<file path="config.mk">
export PLATFORM = sky130hd
export DESIGN_NAME = eacsu_seq
export DESIGN_NICKNAME = d
export VERILOG_FILES = /design/src/rtl/eacsu_seq_pkg.sv /design/src/rtl/acs_butterfly.sv /design/src/rtl/eacsu_seq.sv
export SDC_FILE = /design/constraint.sdc
export NUM_CORES = 1
export LEC_CHECK = 0
export CAP_MARGIN = 15
export CORE_MARGIN = 3
export CORE_UTILIZATION = 35
export DETAILED_ROUTE_END_ITERATION = 6
export PLACE_DENSITY = 0.58
export SYNTH_ARGS = -nofsm -noshare
export SYNTH_HDL_FRONTEND = slang
export SYNTH_SLANG_ARGS = --single-unit
</file>
<file path="constraint.sdc">
create_clock -name clk -period 16.04 [get_ports clk]
set_clock_uncertainty 0.2 [all_clocks]
set_input_delay 2.406 -clock clk [delete_from_list [all_inputs] [get_ports clk]]
set_output_delay 2.406 -clock clk [all_outputs]
set_load 0.1 [all_outputs]
</file>
<file path="src/rtl/eacsu_seq_pkg.sv">
// ----------------------------------------------------------------------------
// eacsu_seq_pkg
// Shared definitions for the registered Add-Compare-Select unit of the
// rate-1/2 Viterbi decoder:
//   - num_states  : trellis state count for a given constraint length
//   - init_metric : start-of-block metric for every state except state 0
//   - branch_cw   : 2-bit codeword emitted on a trellis branch
//   - sat_add     : unsigned add clamped to the metric range
// ----------------------------------------------------------------------------
package eacsu_seq_pkg;

    localparam int K_DEFAULT   = 4;
    localparam int W_DEFAULT   = 8;
    localparam int BMW_DEFAULT = 2;

    // {code bit 1, code bit 0}; numeric value selects the branch-metric field.
    typedef logic [1:0] codeword_t;

    function automatic int num_states(input int k);
        return 1 << (k - 1);
    endfunction

    // A quarter of the metric range: large enough that the all-zero start
    // state dominates for the first few steps, small enough that the
    // non-zero states cannot saturate before normalisation catches up.
    function automatic logic [31:0] init_metric(input int w);
        return 32'd1 << (w - 2);
    endfunction

    // Encoder register r = {b, p}; the new input bit sits above the K-1
    // history bits.
    function automatic codeword_t branch_cw(
        input logic [31:0] p,
        input logic        b,
        input int          k,
        input logic [31:0] g0,
        input logic [31:0] g1
    );
        logic [31:0] r;
        r = p | ({31'd0, b} << (k - 1));
        return {^(r & g0), ^(r & g1)};
    endfunction

    function automatic logic [31:0] sat_add(
        input logic [31:0] a,
        input logic [31:0] b,
        input int          w
    );
        logic [32:0] sum;
        logic [32:0] lim;
        sum = {1'b0, a} + {1'b0, b};
        lim = (33'd1 << w) - 33'd1;
        return (sum > lim) ? lim[31:0] : sum[31:0];
    endfunction

endpackage

</file>
<file path="src/rtl/acs_butterfly.sv">
// ----------------------------------------------------------------------------
// acs_butterfly
// Combinational add-compare-select for one trellis state S.
//   pm_lo  : metric of the lower predecessor p0 = (2S) mod NS
//   pm_hi  : metric of the upper predecessor p1 = p0 + 1
//   bm     : branch metrics for codewords 11,10,01,00 (MSB to LSB)
//   metric : survivor metric (saturated, not yet normalised)
//   dec    : 1 when the upper predecessor survives
// Ties keep the lower predecessor.
// ----------------------------------------------------------------------------
module acs_butterfly
    import eacsu_seq_pkg::*;
#(
    parameter int             K   = 4,
    parameter logic [K-1:0]   G0  = 4'o15,
    parameter logic [K-1:0]   G1  = 4'o17,
    parameter int             W   = 8,
    parameter int             BMW = 2,
    parameter int             S   = 0
) (
    input  logic [W-1:0]       pm_lo,
    input  logic [W-1:0]       pm_hi,
    input  logic [4*BMW-1:0]   bm,
    output logic [W-1:0]       metric,
    output logic               dec
);

    localparam int   NS = num_states(K);
    localparam int   P0 = (2 * S) % NS;
    localparam int   P1 = P0 + 1;
    // Both branches into S carry the input bit that became S's MSB.
    localparam logic B  = ((S >> (K - 2)) & 1) != 0;

    codeword_t        cw_a;
    codeword_t        cw_b;
    logic [BMW-1:0]   bm_a;
    logic [BMW-1:0]   bm_b;
    logic [W-1:0]     ma;
    logic [W-1:0]     mb;

    always_comb begin
        cw_a   = branch_cw(32'(P0), B, K, 32'(G0), 32'(G1));
        cw_b   = branch_cw(32'(P1), B, K, 32'(G0), 32'(G1));
        // Codeword value doubles as the field index: 00 is the LSB field.
        bm_a   = bm[int'(cw_a) * BMW +: BMW];
        bm_b   = bm[int'(cw_b) * BMW +: BMW];
        ma     = W'(sat_add(32'(pm_lo), 32'(bm_a), W));
        mb     = W'(sat_add(32'(pm_hi), 32'(bm_b), W));
        dec    = (mb < ma);
        metric = dec ? mb : ma;
    end

endmodule

</file>
<file path="src/rtl/eacsu_seq.sv">
// ----------------------------------------------------------------------------
// eacsu_seq
// Registered Add-Compare-Select unit for a rate-1/2 Viterbi decoder with
// constraint length K (NS = 2^(K-1) states). Path metrics live here; each
// accepted trellis step adds branch metrics, selects survivors, normalises
// and reports decisions plus the best state one cycle later.
//
// Ports
//   clk         : system clock, rising edge
//   reset       : asynchronous, active-high reset
//   start       : reload start-of-block metrics (with in_valid: the step
//                 itself is computed from the start metrics)
//   in_valid    : bm valid, one trellis step per cycle
//   bm          : branch metrics for codewords 11,10,01,00 (MSB to LSB)
//   out_valid   : dec / best_* / norm_event belong to the step just taken
//   dec         : survivor decision per state, 1 = upper predecessor
//   best_state  : lowest-index state holding the minimum metric
//   best_metric : metric of best_state
//   norm_event  : this step subtracted 2^(W-1) from all metrics
//
// dec and best_* hold between steps; norm_event is a one-cycle pulse that
// accompanies out_valid.
// ----------------------------------------------------------------------------
module eacsu_seq
    import eacsu_seq_pkg::*;
#(
    parameter int             K   = 4,
    parameter logic [K-1:0]   G0  = 4'o15,
    parameter logic [K-1:0]   G1  = 4'o17,
    parameter int             W   = 8,
    parameter int             BMW = 2,
    localparam int            NS  = num_states(K)
) (
    input  logic               clk,
    input  logic               reset,
    input  logic               start,
    input  logic               in_valid,
    input  logic [4*BMW-1:0]   bm,
    output logic               out_valid,
    output logic [NS-1:0]      dec,
    output logic [K-2:0]       best_state,
    output logic [W-1:0]       best_metric,
    output logic               norm_event
);

    localparam logic [W-1:0] INIT = W'(init_metric(W));

    logic [W-1:0]   pm       [NS];
    logic [W-1:0]   pm_src   [NS];
    logic [W-1:0]   acs_m    [NS];
    logic [W-1:0]   new_m    [NS];
    logic [NS-1:0]  acs_dec;
    logic [NS-1:0]  msb;
    logic           do_norm;
    logic [K-2:0]   min_idx;
    logic [W-1:0]   min_val;

    // A step taken together with start uses the start-of-block metrics, so
    // the previous block's metrics never leak into the new block.
    always_comb begin
        for (int s = 0; s < NS; s++) begin
            if (start) begin
                pm_src[s] = (s == 0) ? '0 : INIT;
            end else begin
                pm_src[s] = pm[s];
            end
        end
    end

    for (genvar s = 0; s < NS; s++) begin : g_acs
        acs_butterfly #(
            .K   (K),
            .G0  (G0),
            .G1  (G1),
            .W   (W),
            .BMW (BMW),
            .S   (s)
        ) u_acs (
            .pm_lo  (pm_src[(2 * s) % NS]),
            .pm_hi  (pm_src[(2 * s) % NS + 1]),
            .bm     (bm),
            .metric (acs_m[s]),
            .dec    (acs_dec[s])
        );
    end

    // Normalise only when every survivor is in the upper half: clearing the
    // MSB is then an exact subtraction of 2^(W-1) that preserves all
    // metric differences.
    always_comb begin
        for (int s = 0; s < NS; s++) begin
            msb[s] = acs_m[s][W-1];
        end
        do_norm = &msb;
        for (int s = 0; s < NS; s++) begin
            new_m[s] = acs_m[s];
            if (do_norm) begin
                new_m[s][W-1] = 1'b0;
            end
        end
    end

    // Priority scan over the normalised metrics; strict compare keeps the
    // lowest index on ties.
    always_comb begin
        min_idx = '0;
        min_val = new_m[0];
        for (int s = 1; s < NS; s++) begin
            if (new_m[s] < min_val) begin
                min_val = new_m[s];
                min_idx = (K-1)'(s);
            end
        end
    end

    always_ff @(posedge clk or posedge reset) begin
        if (reset) begin
            for (int s = 0; s < NS; s++) begin
                pm[s] <= (s == 0) ? '0 : INIT;
            end
            out_valid   <= 1'b0;
            dec         <= '0;
            best_state  <= '0;
            best_metric <= '0;
            norm_event  <= 1'b0;
        end else begin
            out_valid  <= in_valid;
            norm_event <= in_valid && do_norm;
            if (in_valid) begin
                for (int s = 0; s < NS; s++) begin
                    pm[s] <= new_m[s];
                end
                dec         <= acs_dec;
                best_state  <= min_idx;
                best_metric <= min_val;
            end else if (start) begin
                for (int s = 0; s < NS; s++) begin
                    pm[s] <= (s == 0) ? '0 : INIT;
                end
            end
        end
    end

endmodule

</file>
==> After elaboration in Yosys (flattened, before gate mapping) <==
Cells that the tools add are included.
{ "classes": {"magnitude_cmp": 31, "reduce_logical": 3, "addsub": 16, "n_mux": 56} }
{ "ops": {"columns": ["operator", "count"], "rows": [
  ["8-bit 2-to-1 mux", 39],
  ["8-bit by 2-bit adder with 9-bit output", 16],
  ["9-bit by 8-bit greater-than comparator with 1-bit output (second input constant)", 16],
  ["64-bit 2-to-1 mux", 2],
  ["8-bit < comparator", 15],
  ["3-bit 2-to-1 mux", 6],
  ["1-bit 2-to-1 mux", 9],
  ["8-bit AND reduction", 1],
  ["2-bit nonzero test", 1],
  ["1-bit logical AND", 1]
]} }
{ "totals": {"in_bits": 12, "ff_bits": 85, "wordCells": 119, "out_inout_bits": 21} }

==> Logic depth before layout (Yosys ltp) <==
{ "logic_depth": {"depth_word": 22, "ltp_mapped": 91, "ltp_nobuf": 81} }

==> Hierarchy <==
A second synthesis with hierarchy kept.
{ "unflattened": {"cells_unflattened": 1376, "hier_area_um2": 11788.8} }
{ "by_module_without_submodules": {"columns": ["module", "seq_area_each_um2", "n_inst", "area_per_inst_um2", "cells_per_inst"], "rows": [
  ["eacsu_seq", 2135.8, 1, 6202.2, 627],
  ["acs_butterfly (g_acs[1].u_acs ...)", 0.0, 7, 699.4, 94],
  ["acs_butterfly (g_acs[0].u_acs)", 0.0, 1, 690.7, 91]
]} }

==> Least setup slack after synthesis <==
OpenSTA, ideal clock, no wires.
{ "synth_path": {"path_kind": "input to register", "from": "input port start", "to": "register best_metric[6]", "setup_slack_ns": -2.783, "setup_time_ns": 0.088, "stages": 87, "arrival_ns": 18.535, "required_ns": 15.752, "n_path_buf": 13, "cell_sequence": "buf_2 > buf_6 > clkbuf_1 > clkbuf_1 > clkbuf_1 > clkbuf_1 > clkbuf_1 > buf_1 > buf_1 > nor2b_1 > ha_1 > ha_1 > a21oi_2 > nor2_1 > nand2_1 > o21ai_0 > ha_1 > a21oi_1 > [... 51 more ...] > nor2_1 > a21o_1 > inv_1 > ha_1 > a21o_1 > a21oi_1 > a21oi_1 > nor2b_1 > a21oi_4 > mux2i_1 > ha_1 > a21o_1 > a211oi_1 > o21ai_0 > nor4_1 > o21ai_2 > a21o_1 > o221ai_2"} }
{ "synth_via": {"elab_chain_cells": 22, "word_cells_on_any_way": 95, "classes_between": "16 x add/sub; 31 x order compare; 47 x mux; 1 x reduce/logical"} }
{ "synth_rtl": {"columns": ["element", "line_no", "text"], "rows": [
  ["start, declared", "eacsu_seq.sv:36", "input logic start,"],
  ["8-bit 2-to-1 mux", "eacsu_seq.sv:62", "if (start) begin"],
  ["8-bit by 2-bit adder with 9-bit output", "eacsu_seq_pkg.sv:51", "sum = {1'b0, a} + {1'b0, b};"],
  ["9-bit by 8-bit greater-than comparator with 1-bit output", "eacsu_seq_pkg.sv:53", "return (sum > lim) ? lim[31:0] : sum[31:0];"],
  ["8-bit 2-to-1 mux", "eacsu_seq_pkg.sv:53", null],
  ["8-bit < comparator", "acs_butterfly.sv:49", "dec = (mb < ma);"],
  ["8-bit 2-to-1 mux", "acs_butterfly.sv:50", "metric = dec ? mb : ma;"],
  ["8-bit AND reduction", "eacsu_seq.sv:94", "do_norm = &msb;"],
  ["1-bit 2-to-1 mux", "eacsu_seq.sv:97", "if (do_norm) begin"],
  ["[... 6 more ...]", null, null],
  ["8-bit < comparator", "eacsu_seq.sv:109", "if (new_m[s] < min_val) begin"],
  ["8-bit 2-to-1 mux", "eacsu_seq.sv:109", null],
  ["8-bit < comparator", "eacsu_seq.sv:109", null],
  ["8-bit 2-to-1 mux", "eacsu_seq.sv:109", null],
  ["8-bit < comparator", "eacsu_seq.sv:109", null],
  ["8-bit 2-to-1 mux", "eacsu_seq.sv:109", null],
  ["8-bit < comparator", "eacsu_seq.sv:109", null],
  ["8-bit 2-to-1 mux (*)", "eacsu_seq.sv:109", null],
  ["end signal, assigned", "eacsu_seq.sv:135", "best_metric <= min_val;"],
  ["end, declared", "eacsu_seq.sv:42", "output logic [W-1:0] best_metric,"]
]} }
Mark *: on every way between the ends. The rest lies on a longest branch, timed or not.
A chain may end at the register's enable or synchronous reset.

==> Worst setup path after layout <==
Same ends and word-level chain as after synthesis.

==> metrics.txt <==
# TYPE chip_impl_metric gauge
chip_impl_metric{name="holdBufCountCts",unit=""} 0
chip_impl_metric{name="routed_wirelength",unit="mm"} 40.4
chip_impl_info{name="worst_setup_path_start_kind",value="primary input"} 1
chip_impl_metric{name="initial_antenna_violation_count",unit=""} 0
chip_impl_metric{name="worst-path-max-fanout",unit=""} 8
chip_impl_metric{name="synth_nets",unit=""} 1552
chip_impl_metric{name="grt_remaining_overflow",unit=""} 0
chip_impl_metric{name="tritoncts.num_buffers",unit=""} 9
chip_impl_metric{name="synth.yosys.warnings",unit=""} 0
chip_impl_metric{name="htree_levels",unit=""} 3
chip_impl_metric{name="worst_slew_margin_rel",unit="%"} 32.2
chip_impl_metric{name="cp_slowest_stage_delay",unit="ps"} 570
chip_impl_metric{name="ctsLongestPathBuffers",unit=""} 2
chip_impl_metric{name="clock.fmax",unit="MHz"} 60.6
chip_impl_metric{name="setup_viol_count_final",unit=""} 11
chip_impl_metric{name="route.detailed.vias_per_inst",unit=""} 5.51
chip_impl_metric{name="clock_latency",unit="ps"} 370
chip_impl_metric{name="gate_count_post_synth",unit=""} 1407
chip_impl_metric{name="timing.final.crit_period",unit="ps"} 16500
chip_impl_info{name="holdCritPathClass",value="flop to flop"} 1
chip_impl_info{name="rsz_0062_raised_after_global_routing",value="yes"} 1
chip_impl_metric{name="timing.final.hold_violations",unit=""} 0
chip_impl_info{name="crit_type",value="primary input to flop"} 1
chip_impl_metric{name="detail_route.drc_violations",unit=""} 0
chip_impl_info{name="violations",value="negative setup slack"} 1
chip_impl_metric{name="detail_route.first_pass.iterations",unit=""} 5
chip_impl_metric{name="maximum_capacitance_violations",unit=""} 0
chip_impl_metric{name="tritoncts_num_sinks",unit=""} 85
chip_impl_metric{name="grt_max_degree",unit=""} 68
chip_impl_metric{name="tightest_slew",unit="ps"} 1010
chip_impl_metric{name="dp_worst_setup_slack",unit="ps"} -1210
chip_impl_metric{name="boundaryPins",unit=""} 33
chip_impl_metric{name="async_flop_share",unit="%"} 100
chip_impl_metric{name="timing_max_transition_violations_final",unit=""} 0
chip_impl_info{name="critPathCaptureType",value="flop"} 1
chip_impl_metric{name="placement_rows",unit=""} 64
chip_impl_metric{name="synth-seq-area-share",unit="%"} 19.4
chip_impl_metric{name="postLayoutSetupSlackWorst",unit="ps"} -458
chip_impl_info{name="mostFrequentLayoutCell",value="sky130_fd_sc_hd__buf_4"} 1
chip_impl_metric{name="multiInputGateArea",unit="mm^2"} 0.00925
chip_impl_info{name="tritoncts",value="built"} 1
chip_impl_metric{name="via_count_of_the_first_global_routing_pass",unit=""} 12000
chip_impl_metric{name="gr_util_all_layers",unit="%"} 23.4
chip_impl_metric{name="final_layout_size_suffix_gt1_share",unit="%"} 34.2
chip_impl_metric{name="die_extent_in_y",unit="um"} 183
chip_impl_metric{name="postRouteAntennaNets",unit=""} 0
chip_impl_metric{name="fp.dieW",unit="um"} 183
chip_impl_info{name="worst_path_max_delay_cell",value="sky130_fd_sc_hd__or4_4"} 1
chip_impl_metric{name="grt_first_pass_wirelength",unit="mm"} 63.3
chip_impl_metric{name="core_area",unit="mm^2"} 0.0308
chip_impl_metric{name="post_drt_wl_per_cell",unit="um"} 18.6
chip_impl_metric{name="flow.area_growth_from_synthesis",unit="%"} 43.1
chip_impl_metric{name="nFillCells",unit=""} 2891
chip_impl_metric{name="synth_seq_cells",unit=""} 85
chip_impl_metric{name="fp.dieArea",unit="mm^2"} 0.0336
chip_impl_metric{name="detailed_place_hpwl",unit="mm"} 30.7
chip_impl_info{name="run_status",value="finished, violations left"} 1
chip_impl_metric{name="worst_ep_required_time",unit="ps"} 16120
chip_impl_metric{name="nNetsFinal",unit=""} 1922
chip_impl_metric{name="drt_iter0_markers",unit=""} 962
chip_impl_metric{name="clkTransAtPathRegs",unit="ps"} 70
chip_impl_metric{name="post_synth_instance_area",unit="mm^2"} 0.0110
chip_impl_metric{name="timing.critical_path.arrival",unit="ps"} 16580
chip_impl_metric{name="synth_enable_flop_cells",unit=""} 0
chip_impl_info{name="primary_flip_flop_cell_chosen_by_synthesis_mapping",value="sky130_fd_sc_hd__dfrtp_1"} 1
chip_impl_metric{name="mean_cell_area_of_the_mapped_netlist",unit="um^2"} 7.82
chip_impl_metric{name="antenna-diode-count",unit=""} 0
chip_impl_metric{name="floorplan.initialDensity",unit="%"} 35.7
chip_impl_metric{name="finalWeightedCongestion",unit=""} 0.903
chip_impl_metric{name="synth_cell_types",unit=""} 99
chip_impl_info{name="cts_root_buf",value="sky130_fd_sc_hd__clkbuf_16"} 1
chip_impl_metric{name="post-route-period-util",unit="%"} 103
chip_impl_metric{name="port_buffers",unit=""} 32
chip_impl_metric{name="vias",unit=""} 12000
chip_impl_metric{name="register_area",unit="mm^2"} 0.00214
chip_impl_info{name="most_frequent_cells_in_the_layout",value="sky130_fd_sc_hd__buf_4 (369), sky130_fd_sc_hd__nand2_1 (159), sky130_fd_sc_hd__nor2_1 (127), sky130_fd_sc_hd__ha_1 (105), sky130_fd_sc_hd__a21oi_1 (82)"} 1
[synthesized netlist by cell type (4+ instances only)]
| cell | instances | area (um^2) |
|---|---|---|
| sky130_fd_sc_hd__xor2_1 | 20 | 175 |
| sky130_fd_sc_hd__a211o_1 | 5 | 43.8 |
| sky130_fd_sc_hd__inv_1 | 76 | 285 |
| sky130_fd_sc_hd__mux2i_1 | 49 | 490 |
| sky130_fd_sc_hd__nor3_1 | 38 | 190 |
| sky130_fd_sc_hd__fa_1 | 8 | 160 |
| sky130_fd_sc_hd__o21ai_0 | 97 | 485 |
| sky130_fd_sc_hd__buf_1 | 4 | 15.0 |
| sky130_fd_sc_hd__nand2b_1 | 20 | 125 |
| sky130_fd_sc_hd__nand3_1 | 37 | 185 |
| sky130_fd_sc_hd__a211oi_1 | 9 | 67.6 |
| sky130_fd_sc_hd__and2_1 | 7 | 43.8 |
| sky130_fd_sc_hd__o21ai_1 | 5 | 25.0 |
| sky130_fd_sc_hd__buf_2 | 9 | 45.0 |
| sky130_fd_sc_hd__o22ai_1 | 12 | 75.1 |
| sky130_fd_sc_hd__o211ai_1 | 7 | 52.6 |
| sky130_fd_sc_hd__a31oi_1 | 21 | 131 |
| sky130_fd_sc_hd__a21oi_1 | 103 | 515 |
| sky130_fd_sc_hd__and3_1 | 14 | 87.6 |
| sky130_fd_sc_hd__o31ai_1 | 4 | 30.0 |
| sky130_fd_sc_hd__o221ai_2 | 7 | 105 |
| sky130_fd_sc_hd__o31a_1 | 7 | 61.3 |
| sky130_fd_sc_hd__ha_1 | 125 | 1560 |
| sky130_fd_sc_hd__nand4_1 | 8 | 50.1 |
| sky130_fd_sc_hd__dfstp_2 | 7 | 184 |
| sky130_fd_sc_hd__a21o_1 | 24 | 180 |
| sky130_fd_sc_hd__or3_1 | 15 | 93.8 |
| sky130_fd_sc_hd__dfrtp_1 | 78 | 1950 |
| sky130_fd_sc_hd__o22a_1 | 4 | 35.0 |
| sky130_fd_sc_hd__o21a_1 | 22 | 165 |
| sky130_fd_sc_hd__nor4_1 | 9 | 56.3 |
| sky130_fd_sc_hd__maj3_1 | 14 | 140 |
| sky130_fd_sc_hd__a22o_1 | 5 | 43.8 |
| sky130_fd_sc_hd__nor2_1 | 142 | 533 |
| sky130_fd_sc_hd__clkbuf_1 | 35 | 131 |
| sky130_fd_sc_hd__nand2_1 | 164 | 616 |
| sky130_fd_sc_hd__buf_6 | 4 | 45.0 |
| sky130_fd_sc_hd__nor2b_1 | 28 | 175 |
| sky130_fd_sc_hd__mux2_2 | 25 | 282 |
| sky130_fd_sc_hd__xnor2_1 | 44 | 385 |
| sky130_fd_sc_hd__or2_1 | 4 | 25.0 |
| sky130_fd_sc_hd__or2_2 | 8 | 50.1 |
| sky130_fd_sc_hd__o32a_1 | 5 | 50.1 |
[worst paths after layout]
path	from	end	slack [ps]	depth (start not counted)
setup / recovery	start	best_metric[6]	-460	69
hold / removal	dec[0]	dec[0]	300	2
setup reg to reg	pm[41]	best_metric[6]	1360	70
hold reg to reg	dec[0]	dec[0]	300	2
max in group asynchronous	reset	pm[56]	12300	3
min in group asynchronous	reset	dec[3]	2130	2
[logic make-up (layout without fill, tap and decap cells)]
family,count (synthesis),in the layout,synth area share (%)
simple gates,523,525,23.2
fa+ha+maj,148,148,17.0
xor+xnor,64,64,5.09
flops,85,85,19.4
compound gates,379,379,23.0
mux,77,77,7.42
buf+inv,131,504,4.89
[registers in the layout, summed over array words and instances (netlist names)]
signal and count:
pm 64, best_metric 8, dec 8, best_state 3
norm_event 1, out_valid 1
[critical path, delay by kind of cell]
kind | cells | cell delay [ps]
multiplexers | 5 | 1220
AO/OA/AOI/OAI | 27 | 4990
buffers and inverters | 8 | 950
AND/OR/NAND/NOR | 19 | 4320
adder cells (fa/ha/maj) | 10 | 2650
[stage by stage]
step                      cells  hold WS [ps]  utilization, %  instance area (um^2)  setup TNS (ps)
after detailed placement   2079           278            45.5                 14000          -12340
after floorplan            1407           312               -                 11300          -11320
after global routing       2178           318            51.1                 15800          -10140
after global placement     2079           274            45.5                 14000           -6380
after CTS                  2156           303            49.2                 15200            -213
final                      2178           301            51.1                 15800           -4350
[metal layers]
layer,wire (um),GRT usage (%),vias to the layer above
li1,-,-,5825
met1,18000,30.1,5808
met2,19700,41.6,291
met3,1340,2.14,79
met4,1350,7.56,0
met5,0,0,-
[cell type report]
class | count | share of cell area, %
Timing Repair Buffer | 411 | 20.6
Clock buffer | 10 | 1.52
Multi-Input combinational cell | 1193 | 58.7
Inverter | 77 | 1.87
Sequential cell | 85 | 13.6
Tap cell | 396 | 3.14
Clock inverter | 6 | 0.588
[what timing repair did]
action	4_1_cts	5_1_grt
gates cloned	3	0
endpoints found under the hold margin	0	0
pin swaps	56	61
endpoints found under the setup margin	11	11
resized for setup	76	81
buffers inserted	59	24
Power is not shown: default switching activity piles up to over one toggle a cycle in this logic, so the estimate is an artifact.
